--- config.mk ---
export PLATFORM = sky130hd
export DESIGN_NAME = shared_resource_unit
export DESIGN_NICKNAME = d
export VERILOG_FILES = /design/src/rtl/shared_resource_unit.sv
export SDC_FILE = /design/constraint.sdc
export NUM_CORES = 1
export LEC_CHECK = 0
export ABC_CLOCK_PERIOD_IN_PS = 3200
export CAP_MARGIN = 10
export CELL_PAD_IN_SITES_DETAIL_PLACEMENT = 2
export CELL_PAD_IN_SITES_GLOBAL_PLACEMENT = 2
export CORE_MARGIN = 2
export CORE_UTILIZATION = 39
export DETAILED_ROUTE_END_ITERATION = 10
export PLACE_DENSITY = 0.81
export SETUP_SLACK_MARGIN = 0.3
export SYNTH_ARGS = -nofsm -noshare
export SYNTH_HDL_FRONTEND = slang
export SYNTH_SLANG_ARGS = --single-unit
--- constraint.sdc ---
create_clock -name clk -period 3.2 [get_ports clk]
set_clock_uncertainty 0.1 [all_clocks]
set_input_delay 0.32 -clock clk [delete_from_list [all_inputs] [get_ports clk]]
set_output_delay 0.32 -clock clk [all_outputs]
set_load 0.05 [all_outputs]
--- src/rtl/shared_resource_unit.sv ---
// Shared multi-cycle resource between pipeline stage 3 and stage 4.
// Requests are queued in a small FIFO, each one is run through a fixed-latency
// add-constant operation, and results are handed to stage 4 with valid/stall.
module shared_resource_unit #(
    parameter int unsigned             DATA_WIDTH = 32,
    parameter int unsigned             DEPTH      = 4,
    parameter int unsigned             LATENCY    = 3,
    parameter logic [DATA_WIDTH-1:0]   ADD_CONST  = 32'h1
) (
    input  logic                  clk,
    input  logic                  reset,
    input  logic [DATA_WIDTH-1:0] in_data,
    input  logic                  in_valid,
    input  logic                  in_flush,
    output logic                  out_stall,
    output logic [DATA_WIDTH-1:0] out_data,
    output logic                  out_valid,
    output logic                  out_flush,
    input  logic                  in_stall,
    output logic [15:0]           ops_done
);

    localparam int unsigned AW = $clog2(DEPTH);
    localparam int unsigned CW = AW + 1;
    localparam logic [CW-1:0] Full    = CW'(DEPTH);
    localparam logic [3:0]    CntInit = 4'(LATENCY - 1);

    typedef enum logic [1:0] {StIdle, StBusy, StDone} state_e;

    state_e                state_q, state_d;
    logic [3:0]            cnt_q, cnt_d;
    logic [DATA_WIDTH-1:0] operand_q, operand_d;
    logic [DATA_WIDTH-1:0] out_data_q, out_data_d;
    logic                  out_valid_q, out_valid_d;
    logic                  out_flush_q;
    logic [15:0]           ops_done_q, ops_done_d;

    logic [DATA_WIDTH-1:0] mem [DEPTH];
    logic [AW-1:0]         wr_ptr_q, wr_ptr_d;
    logic [AW-1:0]         rd_ptr_q, rd_ptr_d;
    logic [CW-1:0]         count_q, count_d;
    logic                  push;
    logic                  pop;

    // Stall depends only on the registered occupancy.
    assign out_stall = (count_q == Full);
    assign push      = in_valid && !out_stall && !in_flush;

    assign out_data  = out_data_q;
    assign out_valid = out_valid_q;
    assign out_flush = out_flush_q;
    assign ops_done  = ops_done_q;

    // FSM next state: fetch from FIFO, count down latency, hold result until taken.
    always_comb begin
        state_d     = state_q;
        cnt_d       = cnt_q;
        operand_d   = operand_q;
        out_data_d  = out_data_q;
        out_valid_d = out_valid_q;
        ops_done_d  = ops_done_q;
        pop         = 1'b0;
        if (in_flush) begin
            // Flush wins over every transition and drops any pending result.
            state_d     = StIdle;
            out_valid_d = 1'b0;
        end else begin
            unique case (state_q)
                StIdle: begin
                    if (count_q != '0) begin
                        pop       = 1'b1;
                        operand_d = mem[rd_ptr_q];
                        cnt_d     = CntInit;
                        state_d   = StBusy;
                    end
                end
                StBusy: begin
                    if (cnt_q != 4'd0) begin
                        cnt_d = cnt_q - 4'd1;
                    end else begin
                        out_data_d  = operand_q + ADD_CONST;
                        out_valid_d = 1'b1;
                        state_d     = StDone;
                    end
                end
                StDone: begin
                    if (!in_stall) begin
                        ops_done_d  = ops_done_q + 16'd1;
                        out_valid_d = 1'b0;
                        if (count_q != '0) begin
                            pop       = 1'b1;
                            operand_d = mem[rd_ptr_q];
                            cnt_d     = CntInit;
                            state_d   = StBusy;
                        end else begin
                            state_d = StIdle;
                        end
                    end
                end
                default: begin
                    state_d     = StIdle;
                    out_valid_d = 1'b0;
                end
            endcase
        end
    end

    // FIFO pointer and occupancy next state.
    always_comb begin
        wr_ptr_d = wr_ptr_q;
        rd_ptr_d = rd_ptr_q;
        count_d  = count_q;
        if (in_flush) begin
            wr_ptr_d = '0;
            rd_ptr_d = '0;
            count_d  = '0;
        end else begin
            if (push) wr_ptr_d = wr_ptr_q + AW'(1);
            if (pop)  rd_ptr_d = rd_ptr_q + AW'(1);
            if (push && !pop) begin
                count_d = count_q + CW'(1);
            end else if (pop && !push) begin
                count_d = count_q - CW'(1);
            end
        end
    end

    // FIFO storage; contents are don't-care while empty, so no reset.
    always_ff @(posedge clk) begin
        if (push) begin
            mem[wr_ptr_q] <= in_data;
        end
    end

    // State and output registers with synchronous active-low reset.
    always_ff @(posedge clk) begin
        if (!reset) begin
            state_q     <= StIdle;
            cnt_q       <= 4'd0;
            operand_q   <= '0;
            out_data_q  <= '0;
            out_valid_q <= 1'b0;
            out_flush_q <= 1'b0;
            ops_done_q  <= 16'd0;
            wr_ptr_q    <= '0;
            rd_ptr_q    <= '0;
            count_q     <= '0;
        end else begin
            state_q     <= state_d;
            cnt_q       <= cnt_d;
            operand_q   <= operand_d;
            out_data_q  <= out_data_d;
            out_valid_q <= out_valid_d;
            out_flush_q <= in_flush;
            ops_done_q  <= ops_done_d;
            wr_ptr_q    <= wr_ptr_d;
            rd_ptr_q    <= rd_ptr_d;
            count_q     <= count_d;
        end
    end

endmodule

==> run metrics <==
Cell variety after synth=45; Worst-Skew Late Latency=520 ps; PwrDens=between 500 and 600 mW/mm2; worst r2r src=cnt_q[0]; footprint of the multi-input gates=roughly 0.003 mm2; outcome=complete, no violations; hold wc startpoint=in_data[25]; Slew HR=0.5438; Yosys top cell area share=0.4255; root buf cell=clkbuf_16; Worst EP required=roughly 3500 ps; Min-Delay Path Depth=1; FFs w/ async S/R, synth=0; Row Count=55; Worst setup SP type=flip-flop; cts hold-fix bufs=0; fill count=between 2000 and 2500; P_leak=roughly 0.0035 uW; Worst Hold Class=in -> reg; layout cells sized above 1=0.1182; NumNets Final=840; num ports=~90; syn nets=between 700 and 800; count leader, synth=edfxtp_1; clk slew on worst S/H paths=60 ps; Avg Cell Area, Syn=around 13 um2; CP max FO=37; Yosys top cell by area=edfxtp_1; FMAX=just under 0.4 GHz; overall power=6488 uW; antenna-violating nets left=0; setup_tns=0 ps; wire per inst=23.46 um; top cells by area, synth=edfxtp_1 43%, dfxtp_1 21%, mux4_2 8.0%; Final min period=between 2000 and 3000 ps; total grt overflow=0; register area=just under 0.006 mm2; TritonRoute pass-1 iters=4; final hold vios=0; Syn Std Cell Area=about 0.0090 mm2; initial antenna violation count=0; CP endpoint kind=flip-flop; P&R area growth vs syn=22.26%; sequential share of the synthesized area=0.6405; WS Path Type=reg -> reg; Total GRT Usage=0.2168; most used flip-flop cell after synthesis=edfxtp_1; synth warn=0; worst endpoint data arrival time=2930 ps; cells after synthesis=between 700 and 800; crit share post-route=0.8135; I/O Buffers=87; vias in the first global route=6927; Placer Congestion=between 0.7 and 0.8; Crit Reg-Reg Endpoint=out_data[28]; core box area=0.02271 mm2; largest net degree at the start of global routing=38; final max-slew violation count=0; CTS tree=yes; maximum VDD drop=about 450 uV; flops & latches, synth=225; post-CTS setup buffer count=0; Die Span Y=between 150 and 200 um; Setup Viol. Count Final=0; Hold EP=mem[2][25]; routed wire length=25730 um; DPL Wire Length=between 15000 and 20000 um; starting density of the core=0.3977; die area=approximately 0.024 mm2; final worst setup slack=roughly 600 ps; most frequent cells after synthesis=128 x edfxtp_1, 97 x dfxtp_1, 83 x nand2_1; Max-Cap Viols=0; reg2reg setup slack=slightly below 600 ps; via count=a little over 6000; DIE WIDTH=156.2 um; Max clock buf depth=3; H-tree depth=1; RSZ-0062 raised after global routing=no; Core Util, Final=0.4863; First DRT Iteration DRCs=approximately 300; n_diodes=0; dpl ws=around 410 ps; Slew @ Worst Pin=~680 ps; DRC violations left=0; Clock Sinks=roughly 230; number of synthesized flops with an enable pin=about 130; vias per cell=~5.6; cts bufs inserted=25; # resized after CTS=0; first-pass GRT wire length=about 41000 um; R2R depth=8
-- how the worst max path moves through the flow --
stage          startpoint           end  slack (ps)
6_report         cnt_q[0]  out_data[28]         600
5_1_grt          cnt_q[0]  out_data[28]         410
4_1_cts          cnt_q[0]  out_data[28]         590
3_5_place_dp     in_flush    count_q[2]         410
3_3_place_gp     in_flush    count_q[2]         600
2_1_floorplan  count_q[0]    count_q[2]         590
-- sequential cells by signal (all words and copies together) (netlist names), 2 cells and up, named ones only --
name and count:
out_data 32, wr_ptr_q 2, ops_done 16, mem 128, state_q 2, cnt_q 4
operand_q 32, count_q 3, rd_ptr_q 2
-- cells in the final DEF, fill, tap and decap left out, drive strengths merged, types with 14 or more instances in the layout --
cell	netlist	final
clkdlybuf4s50	0	87
xor2	19	19
nand3	25	25
dfxtp	97	97
buf	9	16
mux4	32	32
a211oi	14	14
edfxtp	128	128
clkbuf	29	30
o21ai	27	27
nor2	34	34
a21oi	44	44
inv	19	20
nand4	17	17
nand2	84	84
-- kinds of logic after synthesis --
kind of cell	Yosys count	synth area share
mux	35	0.08311
simple gates	231	0.1312
flops	225	0.6405
fa+ha+maj	10	0.01468
compound gates	116	0.07896
xor+xnor	27	0.02618
buf+inv	57	0.02535
-- power by group --
group          switching [uW]  internal, uW  total, uW  leakage, uW
registers                69.0          3140       3200      0.00195
logic                     275           175        450      0.00116
clock network            1160          1680       2830     0.000395
total                    1500          4990       6490      0.00351
-- worst max-delay path, stage by stage (launching register included) --
cell and delay, ps:
dfxtp_1 340, inv_1 100, ha_1 170, nor3b_1 460
buf_4 280, and2_2 420, buf_12 250, o21ai_0 120
nor3_1 270
-- through the flow --
step / cell area [um2] / std cells / hold WS, ps
3_3_place_gp: 10240 / 1051 / 353.6
6_report: 11040 / 1097 / 344.9
3_5_place_dp: 10240 / 1051 / 389.9
2_1_floorplan: 9037 / 701 / 318.9
4_1_cts: 11040 / 1097 / 325.8
5_1_grt: 11040 / 1097 / 334.1
-- routing by layer --
metal | part of all wire | global-route usage | vias to the layer above
met4 | 0.031 | 0.06509 | 0
met3 | 0.036 | 0.03139 | 42
met2 | 0.53 | 0.4039 | 121
met5 | 0 | 0 | -
li1 | - | - | 2823
met1 | 0.41 | 0.2589 | 3165
-- layout make-up --
cell class	count	area share
Inverter	19	0.006458
Multi-Input combinational cell	419	0.2738
Timing Repair Buffer	103	0.09087
Sequential cell	225	0.5240
Tap cell	285	0.03229
Clock buffer	30	0.05835
Clock inverter	16	0.01416
Note: power is estimated with default switching activity, not from simulation.
==> RTL change 1 (same settings) <==
Set the parameter `DATA_WIDTH` to 48 (it was 32).
--- a/src/rtl/shared_resource_unit.sv
+++ b/src/rtl/shared_resource_unit.sv
@@ -3,5 +3,5 @@
 // add-constant operation, and results are handed to stage 4 with valid/stall.
 module shared_resource_unit #(
-    parameter int unsigned             DATA_WIDTH = 32,
+    parameter int unsigned             DATA_WIDTH = 48,
     parameter int unsigned             DEPTH      = 4,
     parameter int unsigned             LATENCY    = 3,
Interface: changed (resized in_data and out_data); port bits go from 88 to 120. The function was not compared with the original's and may differ.
==> RTL change 1 against the original RTL <==
Routed wire length up 35%. Highest routed layer unchanged. Via count up 33%. Worst setup slack worse by 86 ps. Total power up 47%. Global-route usage down 0.26 points. Sequential cell count up 96. Critical endpoint is now out_data[41]. Cell area up 40%. Die area up 38%. Synthesized area up 39%. Final cell count up 36%.
==> RTL change 1: results (changes against the original RTL) <==
Global routing
  • First-pass GRT wire length: 54900 um (+35%)
  • Largest net degree at the start of global routing: 96 (+150%)
  • Vias in the first global route: 9177 (+32%)
  • Total track usage: 0.214 (-0.00260)

Floorplanning
  • Cell row count: 65 (+18%)

Critical path
  • CP arrival: 3030 ps (+100 ps)
  • Max incr delay on CP: 700 ps (+240 ps)
  • CP Capture Point: out_data[41]
  • Crit path launch: operand_q[18]
  • Max stage delay cell, worst path: or4_1

Synthesis
  • Sequential-to-total area share from yosys stat: 0.665 (+0.0248)
  • Dominant cells by area after synthesis: edfxtp_1 (46%), dfxtp_1 (21%), mux4_2 (8.6%)
  • EDFF count, synth: 192 (+50%)

Placement
  • Placed insts: 1421 (+35%)
  • Placed Area: 0.0143 sq mm (+39%)
  • I/O Buffers: 119 (+37%)

STA
  • Worst-margin pin slew: 872 ps (+188 ps)

Power and ir drop
  • Seq power: 0.00463 W (+45%)
  • Clk power: 0.00415 W (+47%)
  • Peak supply drop: 0.406 mV (-9.2%)

Cells and area
  • Fill cells: 3005 (+38%)
  • Share of cells above drive strength 1: 0.127 (+0.00896)
  • Number of non-clock buffers: 136 (+32%)
  • Clk tree area frac: 0.0770 (+0.00448)
  • Multi-input gates: 550 (+31%)
  • Multi-input logic portion of the cell area: 0.257 (-0.0171)
  • Fraction of area in non-clock buffers: 0.0909 (about the same)

Min path
  • Hold path start: in_data[31]
  • Hold endpoint: mem[2][31]

Clock tree
  • Inserted Clock Buffers: 36 (+44%)
  • Htree depth: 2 (+1)

Status
  • Status: complete, no violations
-- RTL change 1: routing by layer --
layer,vias up,global-route usage,part of all wire
li1,3724,-,-
met1,4231,0.267,0.42
met2,193,0.383,0.52
met3,51,0.0326,0.039
met4,0,0.0669,0.027
met5,-,0,0
-- RTL change 1: logic make-up (layout without fill, tap and decap cells) --
family          count (synthesis)  count (layout)  share of synthesized area
flops                         321             321                      0.665
fa+ha+maj                      10              10                     0.0106
simple gates                  280             280                      0.108
compound gates                144             144                     0.0620
buf+inv                        64             214                     0.0199
mux                            52              52                     0.0894
xor+xnor                       64              64                     0.0447
-- RTL change 1: worst reg2reg max path, stage by stage, from the launching register on --
cell	delay, ps
dfxtp_1	430
nand4_2	240
or4_1	630
or4_1	700
or3_1	360
a31oi_1	160
-- RTL change 1: per-stage QoR --
step           setup slack (ps)  hold slack (ps)
2_1_floorplan               322              319
3_3_place_gp                588              352
3_5_place_dp                498              359
4_1_cts                     496              298
5_1_grt                     343              328
6_report                    511              315
==> RTL change 2 (config.mk and constraints unchanged) <==
Made on the original files. Encoding of `state_e`: now one-hot (3 bits for 3 states).
--- a/src/rtl/shared_resource_unit.sv
+++ b/src/rtl/shared_resource_unit.sv
@@ -26,5 +26,5 @@
     localparam logic [3:0]    CntInit = 4'(LATENCY - 1);
 
-    typedef enum logic [1:0] {StIdle, StBusy, StDone} state_e;
+    typedef enum logic [2:0] {StIdle = 3'b001, StBusy = 3'b010, StDone = 3'b100} state_e;
 
     state_e                state_q, state_d;
Behaviour: same outputs for any inputs over 4 cycles, from zero or initial values and one cycle with reset low; so few cycles prove little.
==> RTL change 2 against the original RTL <==
Cell area decreased by 0.99%. Total power decreased by 1.6%. Maximum frequency decreased by 3.5%. Combinational power decreased by 19%. Sequential share of layout area increased by 0.70 points. Synthesized area decreased by 1.0%. First-iteration DRC count decreased by 13%. Routed wire length decreased by 11%. Synthesized cell count decreased by 2.4%. Sequential cell count increased by 1. Worst setup slack got worse by 94 ps. Final cell count decreased by 1.4%.
==> RTL change 2: results (changes against the original RTL) <==
Global routing
  • Total track usage: 0.193 (-0.0236)
  • Vias in the first global route: 6376 (-8.0%)
  • First-pass GRT wire length: 36500 um (-11%)
  • Antenna violations before repair: 0 (unchanged)
  • Largest net degree at the start of global routing: 64 (+68%)

Critical path
  • Max stage delay cell, worst path: nor3_1
  • Max incr delay on CP: 590 ps (+130 ps)
  • Reg2Reg Depth: 9 (+1)
  • CP max FO: 5 (-86%)
  • Top delay family on crit path: simple AND/OR/NAND/NOR gates

Synthesis
  • Post-synth top cells: edfxtp_1 (128), dfxtp_1 (98), nand2_1 (81)
  • FFs w/ async S/R, synth: 0 (unchanged)
  • Dominant cells by area after synthesis: edfxtp_1 (43%), dfxtp_1 (22%), mux4_2 (8.1%)
  • Xor and xnor area share after synthesis: 0.0500 (+0.0238)
  • EDFF count, synth: 128 (unchanged)
  • Syn nets: 731 (-2.3%)
  • Yosys cell types: 45 (unchanged)
  • Compound-Gate Fraction of Synth Area: 0.0655 (-0.0135)
  • Post-synthesis mux area share: 0.0851 (+0.00197)
  • Yosys Warn Count: 0 (unchanged)
  • Post-synthesis adder-cell area fraction: 0.0148 (+0.000150)
  • Sequential-to-total area share from yosys stat: 0.649 (+0.00878)

Cells and area
  • N_diodes: 0 (unchanged)
  • Final net count: 826 (-1.7%)
  • Largest Register: mem
  • Largest register FFs: 128 (unchanged)
  • Share of cells above drive strength 1: 0.123 (+0.00473)

Routing
  • Starting DRT DRC Count: 264 (-13%)
  • Detailed-router iteration count before antenna repair: 6 (+2)
  • Via density: 5.30 (-5.4%)
  • Routed WL: 22900 um (-11%)

Min path
  • Worst hold path type: in -> reg
  • Hold Path Cell Cnt: 1 (unchanged)

STA
  • Worst-margin pin slew: 826 ps (+141 ps)
  • Final hold vios: 0 (unchanged)
  • Setup TNS: 0 ps (unchanged)

Placement
  • I/O Buffers: 87 (unchanged)
  • Placed Area: 0.0101 sq mm (-1.1%)
  • Gpl congestion: 0.768 (-3.7%)
  • Post-DP HPWL: 15300 um (-8.0%)

Power and ir drop
  • Peak supply drop: 0.459 mV (+2.6%)
  • Leakage power: 3.52 nW (+0.27%)

Clock tree
  • Root Buffer: clkbuf_16
  • Inserted Clock Buffers: 25 (unchanged)
  • Htree depth: 1 (unchanged)
  • Postcts setup bufs: 0 (unchanged)
  • Worst-path clk slew: 60 ps (about the same)
  • CTS Buffer Depth: 3 (unchanged)
  • Post-CTS Resized: 0 (unchanged)
  • Clock latency on the worst-skew pair: 520 ps (about the same)

Status
  • Status: complete, no violations
RTL change 2: worst reg2reg max path: stages, from the launching register on:
cell	delay, ps
dfxtp_1	380
nor3_1	600
a211oi_4	100
inv_2	100
ha_1	190
inv_1	70
fa_1	370
xor2_1	190
or3_1	330
a21oi_1	180
RTL change 2: worst paths after layout:
check                      from            end  slack, ps
setup / recovery     count_q[0]     count_q[2]        500
hold / removal      in_data[25]     mem[0][25]        330
setup reg to reg     count_q[0]     count_q[2]        500
hold reg to reg   operand_q[31]  operand_q[31]        390
RTL change 2: metrics by stage:
| step | worst slack [ps] | cells | hold slack (ps) |
|---|---|---|---|
| final | 502 | 1082 | 332 |
| after global routing | 333 | 1082 | 328 |
| after CTS | 475 | 1082 | 314 |
| after detailed placement | 276 | 1037 | 377 |
| after global placement | 489 | 1037 | 375 |
| after floorplan | 624 | 684 | 319 |
RTL change 2: report_power, final:
group          internal [W]  switching, W
Combinational      0.000152      0.000212
Sequential          0.00314     0.0000596
Clock               0.00167       0.00115
Total               0.00496       0.00142
RTL change 2: final cells by class:
cell class              count  area [sq um]
fillers                  2192         11600
clock buffers              29           641
inverters                  10          37.5
clock inverters            16           159
flip-flops and latches    226          5810
repair buffers             99           961
well taps                 285           357
multi-input cells         417          2970
RTL change 2: cell families after synthesis:
family / count (synthesis)
adders and majority gates: 10
DFF: 226
xor gates and xnor gates: 51
and+or+nand+nor: 215
AOI/OAI and AO/OA: 105
muxes: 36
buffers and inverters: 41
RTL change 2: routing by layer:
metal	global-route usage	part of all wire	up-vias
met3	0.0326	0.041	24
li1	-	-	2692
met2	0.337	0.50	112
met4	0.0411	0.013	0
met1	0.255	0.45	2911
met5	0	0	-
